[src/rtl/beehive_vr_pkg.sv]
// Shared constants and types for the prepare log-write path.
// Optional tail masking is enabled by defining PREP_LOG_WR_TAIL_MASK_EN.
package beehive_vr_pkg;

  localparam int PREPARE_HDR_BYTES = 16;
  // log2 of the byte count of one 512-bit log line
  localparam int LOG_W_BYTES_W = 6;

  typedef enum logic [2:0] {
    PLW_IDLE,
    PLW_FIRST,
    PLW_STREAM,
    PLW_FLUSH,
    PLW_DONE
  } prep_log_wr_state_e;

endpackage

[src/rtl/prepare_log_realign.sv]
// Splices the carried residue with the head of the next flit into one log line.
// With PREP_LOG_WR_TAIL_MASK_EN defined, bytes past the payload end of the final line are zeroed.
module prepare_log_realign #(
  parameter int B   = 64,
  parameter int OFF = 16,
  parameter int TW  = 6
) (
  input  logic [(B-OFF)*8-1:0] residue_i,
  input  logic [OFF*8-1:0]     flit_top_i,
  input  logic                 flush_i,
  input  logic                 last_i,
  input  logic [TW-1:0]        tail_bytes_i,
  output logic [B*8-1:0]       line_o
);

  always_comb begin
    line_o = flush_i ? {residue_i, {(OFF*8){1'b0}}} : {residue_i, flit_top_i};
`ifdef PREP_LOG_WR_TAIL_MASK_EN
    // tail_bytes == 0 means the payload fills the final line exactly
    if (last_i && (tail_bytes_i != '0)) begin
      for (int p = 0; p < B; p++) begin
        if (p >= int'(tail_bytes_i)) line_o[B*8-1-8*p -: 8] = 8'h00;
      end
    end
`endif
  end

`ifndef PREP_LOG_WR_TAIL_MASK_EN
  logic unused_mask_inputs;
  assign unused_mask_inputs = ^{last_i, tail_bytes_i};
`endif

endmodule

[src/rtl/prepare_log_wr.sv]
// Realigns a Prepare payload flit stream onto log-line boundaries and writes it to the log data memory.
// Build option: PREP_LOG_WR_TAIL_MASK_EN zeroes trailing bytes of the final line.
module prepare_log_wr
  import beehive_vr_pkg::*;
#(
  parameter int NOC_DATA_W        = 512,
  parameter int PAYLOAD_OFF_BYTES = PREPARE_HDR_BYTES,
  parameter int LOG_DEPTH_W       = 10,
  parameter int LEN_W             = 16
) (
  input  logic                   clk,
  input  logic                   rst,
  input  logic                   start_val,
  output logic                   start_rdy,
  input  logic [LOG_DEPTH_W-1:0] start_addr,
  input  logic [LEN_W-1:0]       start_len,
  input  logic                   in_data_val,
  input  logic [NOC_DATA_W-1:0]  in_data,
  input  logic                   in_data_last,
  output logic                   in_data_rdy,
  output logic                   log_wr_val,
  output logic [LOG_DEPTH_W-1:0] log_wr_addr,
  output logic [NOC_DATA_W-1:0]  log_wr_data,
  output logic                   log_incr_wr_addr,
  output logic                   done_val,
  input  logic                   done_rdy,
  output logic [LOG_DEPTH_W:0]   done_lines,
  output prep_log_wr_state_e     dbg_state
);

  localparam int B     = NOC_DATA_W / 8;
  localparam int OFF   = PAYLOAD_OFF_BYTES;
  localparam int RES_W = (B - OFF) * 8;
  localparam int CW    = LEN_W + 1;
  localparam int TW    = $clog2(B);

  // Handshakes: a transfer happens on a rising edge where val and rdy are both high;
  // the sender holds its payload stable while val is high and rdy is low.

  prep_log_wr_state_e state_q, state_d;
  logic [LOG_DEPTH_W-1:0] cur_addr_q, cur_addr_d;
  logic [TW-1:0]          tail_q, tail_d;
  logic [CW-1:0]          l_q, l_d, f_q, f_d;
  logic [CW-1:0]          flit_cnt_q, flit_cnt_d;
  logic [CW-1:0]          lines_q, lines_d;
  logic [RES_W-1:0]       residue_q, residue_d;
  logic                   wr_val_q, wr_val_d;
  logic [LOG_DEPTH_W-1:0] wr_addr_q, wr_addr_d;
  logic [NOC_DATA_W-1:0]  wr_data_q, wr_data_d;

  logic [CW-1:0]          len_ext;
  logic [CW-1:0]          l_calc, f_calc;
  logic [NOC_DATA_W-1:0]  line;
  logic                   flush_sel, last_line;

  assign len_ext = CW'(start_len);
  assign l_calc  = (len_ext + CW'(B - 1)) / CW'(B);
  assign f_calc  = (len_ext + CW'(OFF + B - 1)) / CW'(B);

  assign flush_sel = (state_q == PLW_FLUSH);
  assign last_line = flush_sel || ((lines_q + CW'(1)) == l_q);

  prepare_log_realign #(.B(B), .OFF(OFF), .TW(TW)) u_realign (
    .residue_i    (residue_q),
    .flit_top_i   (in_data[NOC_DATA_W-1 -: OFF*8]),
    .flush_i      (flush_sel),
    .last_i       (last_line),
    .tail_bytes_i (tail_q),
    .line_o       (line)
  );

  always_ff @(posedge clk) begin
    if (rst) begin
      state_q    <= PLW_IDLE;
      cur_addr_q <= '0;
      tail_q     <= '0;
      l_q        <= '0;
      f_q        <= '0;
      flit_cnt_q <= '0;
      lines_q    <= '0;
      residue_q  <= '0;
      wr_val_q   <= 1'b0;
      wr_addr_q  <= '0;
      wr_data_q  <= '0;
    end else begin
      state_q    <= state_d;
      cur_addr_q <= cur_addr_d;
      tail_q     <= tail_d;
      l_q        <= l_d;
      f_q        <= f_d;
      flit_cnt_q <= flit_cnt_d;
      lines_q    <= lines_d;
      residue_q  <= residue_d;
      wr_val_q   <= wr_val_d;
      wr_addr_q  <= wr_addr_d;
      wr_data_q  <= wr_data_d;
    end
  end

  always_comb begin
    state_d     = state_q;
    cur_addr_d  = cur_addr_q;
    tail_d      = tail_q;
    l_d         = l_q;
    f_d         = f_q;
    flit_cnt_d  = flit_cnt_q;
    lines_d     = lines_q;
    residue_d   = residue_q;
    wr_val_d    = 1'b0;
    wr_addr_d   = wr_addr_q;
    wr_data_d   = wr_data_q;
    in_data_rdy = 1'b0;
    case (state_q)
      PLW_IDLE: begin
        if (start_val) begin
          cur_addr_d = start_addr;
          tail_d     = TW'(start_len % LEN_W'(B));
          l_d        = l_calc;
          f_d        = f_calc;
          flit_cnt_d = '0;
          lines_d    = '0;
          state_d    = PLW_FIRST;
        end
      end
      PLW_FIRST: begin
        in_data_rdy = 1'b1;
        if (in_data_val) begin
          residue_d  = in_data[RES_W-1:0];
          flit_cnt_d = CW'(1);
          if (l_q == '0)          state_d = PLW_DONE;
          else if (f_q == CW'(1)) state_d = PLW_FLUSH;
          else                    state_d = PLW_STREAM;
        end
      end
      PLW_STREAM: begin
        in_data_rdy = 1'b1;
        if (in_data_val) begin
          wr_val_d   = 1'b1;
          wr_addr_d  = cur_addr_q;
          wr_data_d  = line;
          cur_addr_d = cur_addr_q + 1'b1;
          residue_d  = in_data[RES_W-1:0];
          lines_d    = lines_q + CW'(1);
          flit_cnt_d = flit_cnt_q + CW'(1);
          // Last flit: either it finished the final line, or a residue-only line remains
          if ((flit_cnt_q + CW'(1)) == f_q) begin
            state_d = ((lines_q + CW'(1)) == l_q) ? PLW_DONE : PLW_FLUSH;
          end
        end
      end
      PLW_FLUSH: begin
        wr_val_d   = 1'b1;
        wr_addr_d  = cur_addr_q;
        wr_data_d  = line;
        cur_addr_d = cur_addr_q + 1'b1;
        lines_d    = lines_q + CW'(1);
        state_d    = PLW_DONE;
      end
      PLW_DONE: begin
        if (done_rdy) state_d = PLW_IDLE;
      end
      default: state_d = PLW_IDLE;
    endcase
  end

  assign start_rdy        = (state_q == PLW_IDLE) && !rst;
  assign log_wr_val       = wr_val_q;
  assign log_incr_wr_addr = wr_val_q;
  assign log_wr_addr      = wr_addr_q;
  assign log_wr_data      = wr_data_q;
  assign done_val         = (state_q == PLW_DONE);
  assign done_lines       = lines_q[LOG_DEPTH_W:0];
  assign dbg_state        = state_q;

  logic unused_inputs;
  assign unused_inputs = ^{in_data_last, lines_q[CW-1:LOG_DEPTH_W+1]};

endmodule

[config.mk]
export PLATFORM = sky130hd
export DESIGN_NAME = prepare_log_wr
export DESIGN_NICKNAME = d
export VERILOG_FILES = /design/src/rtl/beehive_vr_pkg.sv /design/src/rtl/prepare_log_realign.sv /design/src/rtl/prepare_log_wr.sv
export SDC_FILE = /design/constraint.sdc
export NUM_CORES = 2
export LEC_CHECK = 0
export ABC_AREA = 1
export CORE_AREA = 2 2 422 424
export CTS_BUF_LIST = sky130_fd_sc_hd__clkbuf_16
export DETAILED_ROUTE_END_ITERATION = 16
export DIE_AREA = 0 0 424 426
export PLACE_DENSITY = 0.48
export SLEW_MARGIN = 30
export SYNTH_ARGS = -nofsm -noshare
export SYNTH_HDL_FRONTEND = slang
export SYNTH_SLANG_ARGS = --single-unit
[constraint.sdc]
create_clock -name clk -period 3.45 [get_ports clk]
set_clock_uncertainty 0.2 [all_clocks]
set_input_delay 0.69 -clock clk [delete_from_list [all_inputs] [get_ports clk]]
set_output_delay 0.69 -clock clk [all_outputs]
set_load 0.1 [all_outputs]
== Word-level counts from Yosys, hierarchy flattened ==
Index checks and enable logic that the tools add are counted.

* Register bits: 976
* Bits in latches: 0
* Memory bits (writable): 0
* Bits in read-only memories: 0
* Memories: 0

* Add/sub/neg operators: 5
* Multiply operators: 0
* Divide/modulo/power cells: 0
* Magnitude comparators: 0
* Eq/ne operators: 12
* Shifts and indexed selects: 0
* Mux-type cells: 26
* Bitwise gates (word level): 0
* Reductions and logical operators: 14

{| class="wikitable"
|+ Operator list
! cell !! number
|-
| 512-bit one-hot mux with 2 select lines || 1
|-
| 512-bit two-way mux || 1
|-
| 128-bit two-way mux || 1
|-
| 17-bit one-hot mux with 3 select lines || 2
|-
| 17-bit two-way mux || 4
|-
| 17-bit by 1-bit adder with 17-bit output (second input constant) || 2
|-
| 17-bit by 11-bit equality test with 1-bit output || 2
|-
| 10-bit two-way mux || 3
|-
| 10-bit one-hot mux with 3 select lines || 1
|-
| 3-bit two-way mux || 7
|-
| 10-bit one-hot mux with 2 select lines || 1
|-
| 16-bit by 6-bit adder with 17-bit output (second input constant) || 1
|-
| 16-bit by 7-bit adder with 17-bit output (second input constant) || 1
|-
| 17-bit zero test || 1
|-
| 3-bit one-hot mux with 5 select lines || 1
|-
| 11-bit by 1-bit equality test with 1-bit output (second input constant) || 1
|-
| 10-bit by 1-bit adder with 10-bit output (second input constant) || 1
|-
| 2-bit inequality test (second input constant) || 4
|-
| 3-bit by 2-bit equality test with 1-bit output (second input constant) || 2
|-
| 2-bit AND reduction || 3
|-
| 3-bit nonzero test || 2
|-
| 5-bit AND reduction || 1
|-
| 4-bit AND reduction || 1
|-
| 3-bit by 1-bit equality test with 1-bit output (second input constant) || 1
|-
| other kinds (10) || 12
|}

== Longest topological paths before layout ==
* Depth in word-level cells: 6
* Depth in mapped cells: 16
* Gate-level depth less buffers: 16

== Hierarchy ==
A second synthesis with hierarchy kept.

* Cell total of the unflattened synthesis: 5345
* Area total of the unflattened synthesis: 39620.5 µm²

{| class="wikitable"
|+ By module, submodules not included
! module !! times used !! cells each !! area each (µm²) !! seq. area each (µm²)
|-
| prepare_log_wr || 1 || 4691 || 35622.9 || 19658.9
|-
| prepare_log_realign || 1 || 654 || 3997.6 || 0.0
|}

== Worst setup path before layout ==
No wires, ideal clock.

* Path kind: flip-flop to output port
* From: reg state_q[0] (netlist: dbg_state[0])
* To: out in_data_rdy
* Arrival time: 2534 ps
* Setup slack: 26 ps
* Stages on the path, launching flop included: 4
* Path through: dfxtp_1 > nor2_1 > nor2_1 > clkbuf_1

* Cells in the longest elaborated chain, start to end: 3
* Elaborated cells on any way between the ends: 4
* Those cells by class: eq/ne: 2; mux: 1; reduce/logical: 1

{| class="wikitable"
|+ RTL lines
! element !! RTL line !! text
|-
| start, declared || prepare_log_wr.sv:40 || <nowiki>prep_log_wr_state_e state_q, state_d;</nowiki>
|-
| start signal, assigned || prepare_log_wr.sv:86 || <nowiki>state_q <= state_d;</nowiki>
|-
| 3-bit by 2-bit equality test with 1-bit output / 3-bit by 1-bit equality test with 1-bit output (equally long branches) || prepare_log_wr.sv:113 || <nowiki>case (state_q)</nowiki>
|-
| 2-bit OR reduction (no line) (*) || -- ||
|-
| 1-bit two-way mux (*) || prepare_log_wr.sv:113 ||
|-
| end, declared || prepare_log_wr.sv:20 || <nowiki>output logic in_data_rdy,</nowiki>
|}

Every way passes the cells marked *; elsewhere a longest branch is shown, timed or not.

== Worst setup path after layout ==
Same ends and word-level chain as after synthesis.

==> metrics.md <==
| Metric | Value |
|---|---|
| Avg Vias per Cell | `~4.3` |
| First-pass iteration count of the detailed router | `5` |
| RSZ-0062 raised after global routing | `no` |
| Clock slew at reported path FFs | `around 0.060 ns` |
| Initial core utilization | `around 20%` |
| # fillers | `between 15000 and 20000` |
| Ratio of cells with drive above 1 in the final layout | `roughly 15%` |
| Endpoint, Worst Hold | `dbg_state[0]` |
| Async SR Flop Fraction | `0%` |
| Synth area leader | `dfxtp_1` |
| Synth top area share | `54.2%` |
| Nets | `slightly above 6000` |
| R2R Path End | `flit_cnt_q[6]` |
| Port bufs | `1083` |
| Yosys warnings | `0` |
| Clk root buf | `clkbuf_16` |
| CP startpoint kind | `flop` |
| Post-CTS setup buffers | `0` |
| Number of max-cap violations | `0` |
| Hold path cells | `4` |
| Mean Syn Cell Area | `approximately 7.6 µm²` |
| Hold Path Origin | `in_data_val` |
| TritonCTS clock tree | `built` |
| Req. time, crit path | `~2.6 ns` |
| FF+latch count, synth | `between 900 and 1000` |
| Ys flop type | `dfxtp_1` |
| Routed len/inst | `between 15 and 20 µm` |
| Die height | `426 µm` |
| Number of clock sinks | `between 900 and 1000` |
| Status | `complete, no violations` |
| Register area share after synthesis | `between 50% and 60%` |
| Row Count | `~150` |
| IO Pins | `between 1000 and 1500` |
| Die width | `~420 µm` |
| Most frequent cells in the layout | `dfxtp_1 (976), nand2_1 (849), nor2_1 (788)` |
| PostCTS Resize Cnt | `0` |
| Fin crit share | `a little over nine tenths` |
| GR Overflow Total | `0` |
| Power per standard cell area | `between 900 and 1000 nW/µm²` |
| Global Route Usage Sum | `approximately 17%` |
| Crit Path Class | `flop to output pin` |
| WP data arrival | `2.36 ns` |
| TNS Setup | `0 ns` |
| Post-synth cell types | `38` |
| Final setup fails | `0` |
| Slew Viols, Final | `0` |
| Max H-tree Level | `3` |
| Post-CTS Hold Buffers | `1` |
| Most common library cell in the layout ignoring fill and taps | `dfxtp_1` |
| Vias in the first global route | `about 33000` |
| Seq. cell area | `19500 µm²` |
| Multi-input logic area | `between 10000 and 15000 µm²` |
| Hold Path Class | `input pin to flop` |
| Placer congestion estimate | `about 0.92` |
| Worst hold slack | `0.211 ns` |
| Crit path capture type | `output pin` |
| Initial drt markers | `between 2000 and 3000` |
| First-pass GRT wire length | `229 mm` |
| WL final | `between 150 and 200 mm` |
| Syn nets | `5259` |
| Fmax | `between 300 and 400 MHz` |
| Ordered list of cells on the worst path | `nor2_1, nor2_4, buf_4, buf_12` |
| DRC | `0` |
| Layout area overhead | `44.6%` |
| Synth area leaders | `dfxtp_1 (54%), nand2_1 (8.9%), a21oi_1 (8.5%)` |
| Core region area | `between 150000 and 200000 µm²` |
| Largest net degree at the start of global routing | `150` |
| VDD IR-drop max | `about 540 µV` |
| Initial antenna violation count | `56` |
| Routed Antenna Nets | `0` |
| Relative slew slack | `between 40% and 50%` |
| Via count | `about 35000` |
| R2r setup slk | `between 0.7 and 0.8 ns` |
| Leak | `a little under 20 nW` |
| Slowest cell on crit path | `dfxtp_1` |
| CTS Buf Count | `between 100 and 150` |
| Critical Path Fanout Max | `19` |
| Slew @ Worst Pin | `approximately 0.9 ns` |
| Final Hold Viols | `0` |
| Clk_lat worst skew | `between 0.7 and 0.8 ns` |
| Overall Power | `0.0503 W` |
| R2r startpoint | `dbg_state[2]` |
| Clock buffer depth | `3` |
| Cells after synthesis | `approximately 4700` |
| Die Area | `roughly 180000 µm²` |
| Post-synth EDFFs | `0` |
| Crit-path max cell delay | `roughly 0.53 ns` |
| Worst R2R Path Depth | `8` |
| Post-route minimum period | `around 3.3 ns` |
| Dpl hpwl | `approximately 120 mm` |
| Area of the mapped netlist | `~36000 µm²` |
-- cells in the mapped netlist, drive strengths merged, types with 14 or more instances --
cell type and number:
a21oi 616, nor3 14, xor2 14, nor2 798, o21ai 459, nand2 854, nand3 420, buf 182
nand4 16, dfxtp 976, inv 138, clkbuf 189
-- critical path, delay by kind of cell, from the launching register on --
kind / cells / cell delay (ns)
buffers and inverters: 2 / 0.55
DFF: 1 / 0.53
and+or+nand+nor: 2 / 0.51
-- layout make-up --
cell class                      count  area share, %
Sequential cell                   976           37.5
Multi-Input combinational cell   3226           27.5
Timing Repair Buffer             1214           21.1
Tap cell                         2340           5.62
Clock buffer                      113           5.43
Clock inverter                     96           1.63
Inverter                          139           1.03
Antenna cell                       38          0.183
-- state kept, by name (all words and copies together) (netlist names) --
signal / cells
log_wr_data: 512
residue_q: 384
flit_cnt_q: 17
lines_q: 17
f_q: 11
l_q: 11
cur_addr_q: 10
log_wr_addr: 10
dbg_state: 3
log_incr_wr_addr: 1
-- stage by stage --
stage,std cells,setup slack (ns),instance area [µm²],utilization [%]
finish,8142,0.200,52100,29.6
global route,8138,0.0450,52100,29.6
CTS,8104,0.0740,52000,29.6
detailed placement,7894,0.459,48300,27.5
global placement,7894,0.366,48300,27.5
floorplan,4712,0.0257,36000,-
-- cells by family after synthesis --
kind of cell / Yosys count / share of synthesized area (%)
adder cells (fa/ha/maj): 3 / 0.104
XOR/XNOR: 16 / 0.389
AO/OA/AOI/OAI: 1095 / 15.4
AND/OR/NAND/NOR: 2112 / 23.9
flip-flops: 976 / 54.2
buffers and inverters: 510 / 6.01
-- metal layers --
layer	vias up	wire (µm)	track usage (%)
met2	1135	73600	26.2
met4	24	8060	9.63
met3	269	13300	5.67
met5	-	158	0
met1	16400	66900	20.8
li1	17400	-	-
-- worst max-delay path by stage --
stage | from | endpoint | slack [ns] | cells past startpoint
after floorplan | dbg_state[0] | in_data_rdy | 0.03 | 3
after global placement | start_len[1] | f_q[7] | 0.37 | 14
after detailed placement | start_len[1] | f_q[7] | 0.46 | 14
after CTS | dbg_state[0] | in_data_rdy | 0.07 | 4
after global routing | dbg_state[0] | in_data_rdy | 0.04 | 4
final | dbg_state[0] | in_data_rdy | 0.20 | 4
-- where the power goes --
| part | total, W | internal [W] | switching (W) |
|---|---|---|---|
| combinational | 0.0231 | 0.00525 | 0.0179 |
| sequential | 0.0151 | 0.0137 | 0.00139 |
| clock | 0.0120 | 0.00692 | 0.00513 |
| total | 0.0503 | 0.0259 | 0.0244 |
No activity file was read; power rests on OpenSTA's default activity.
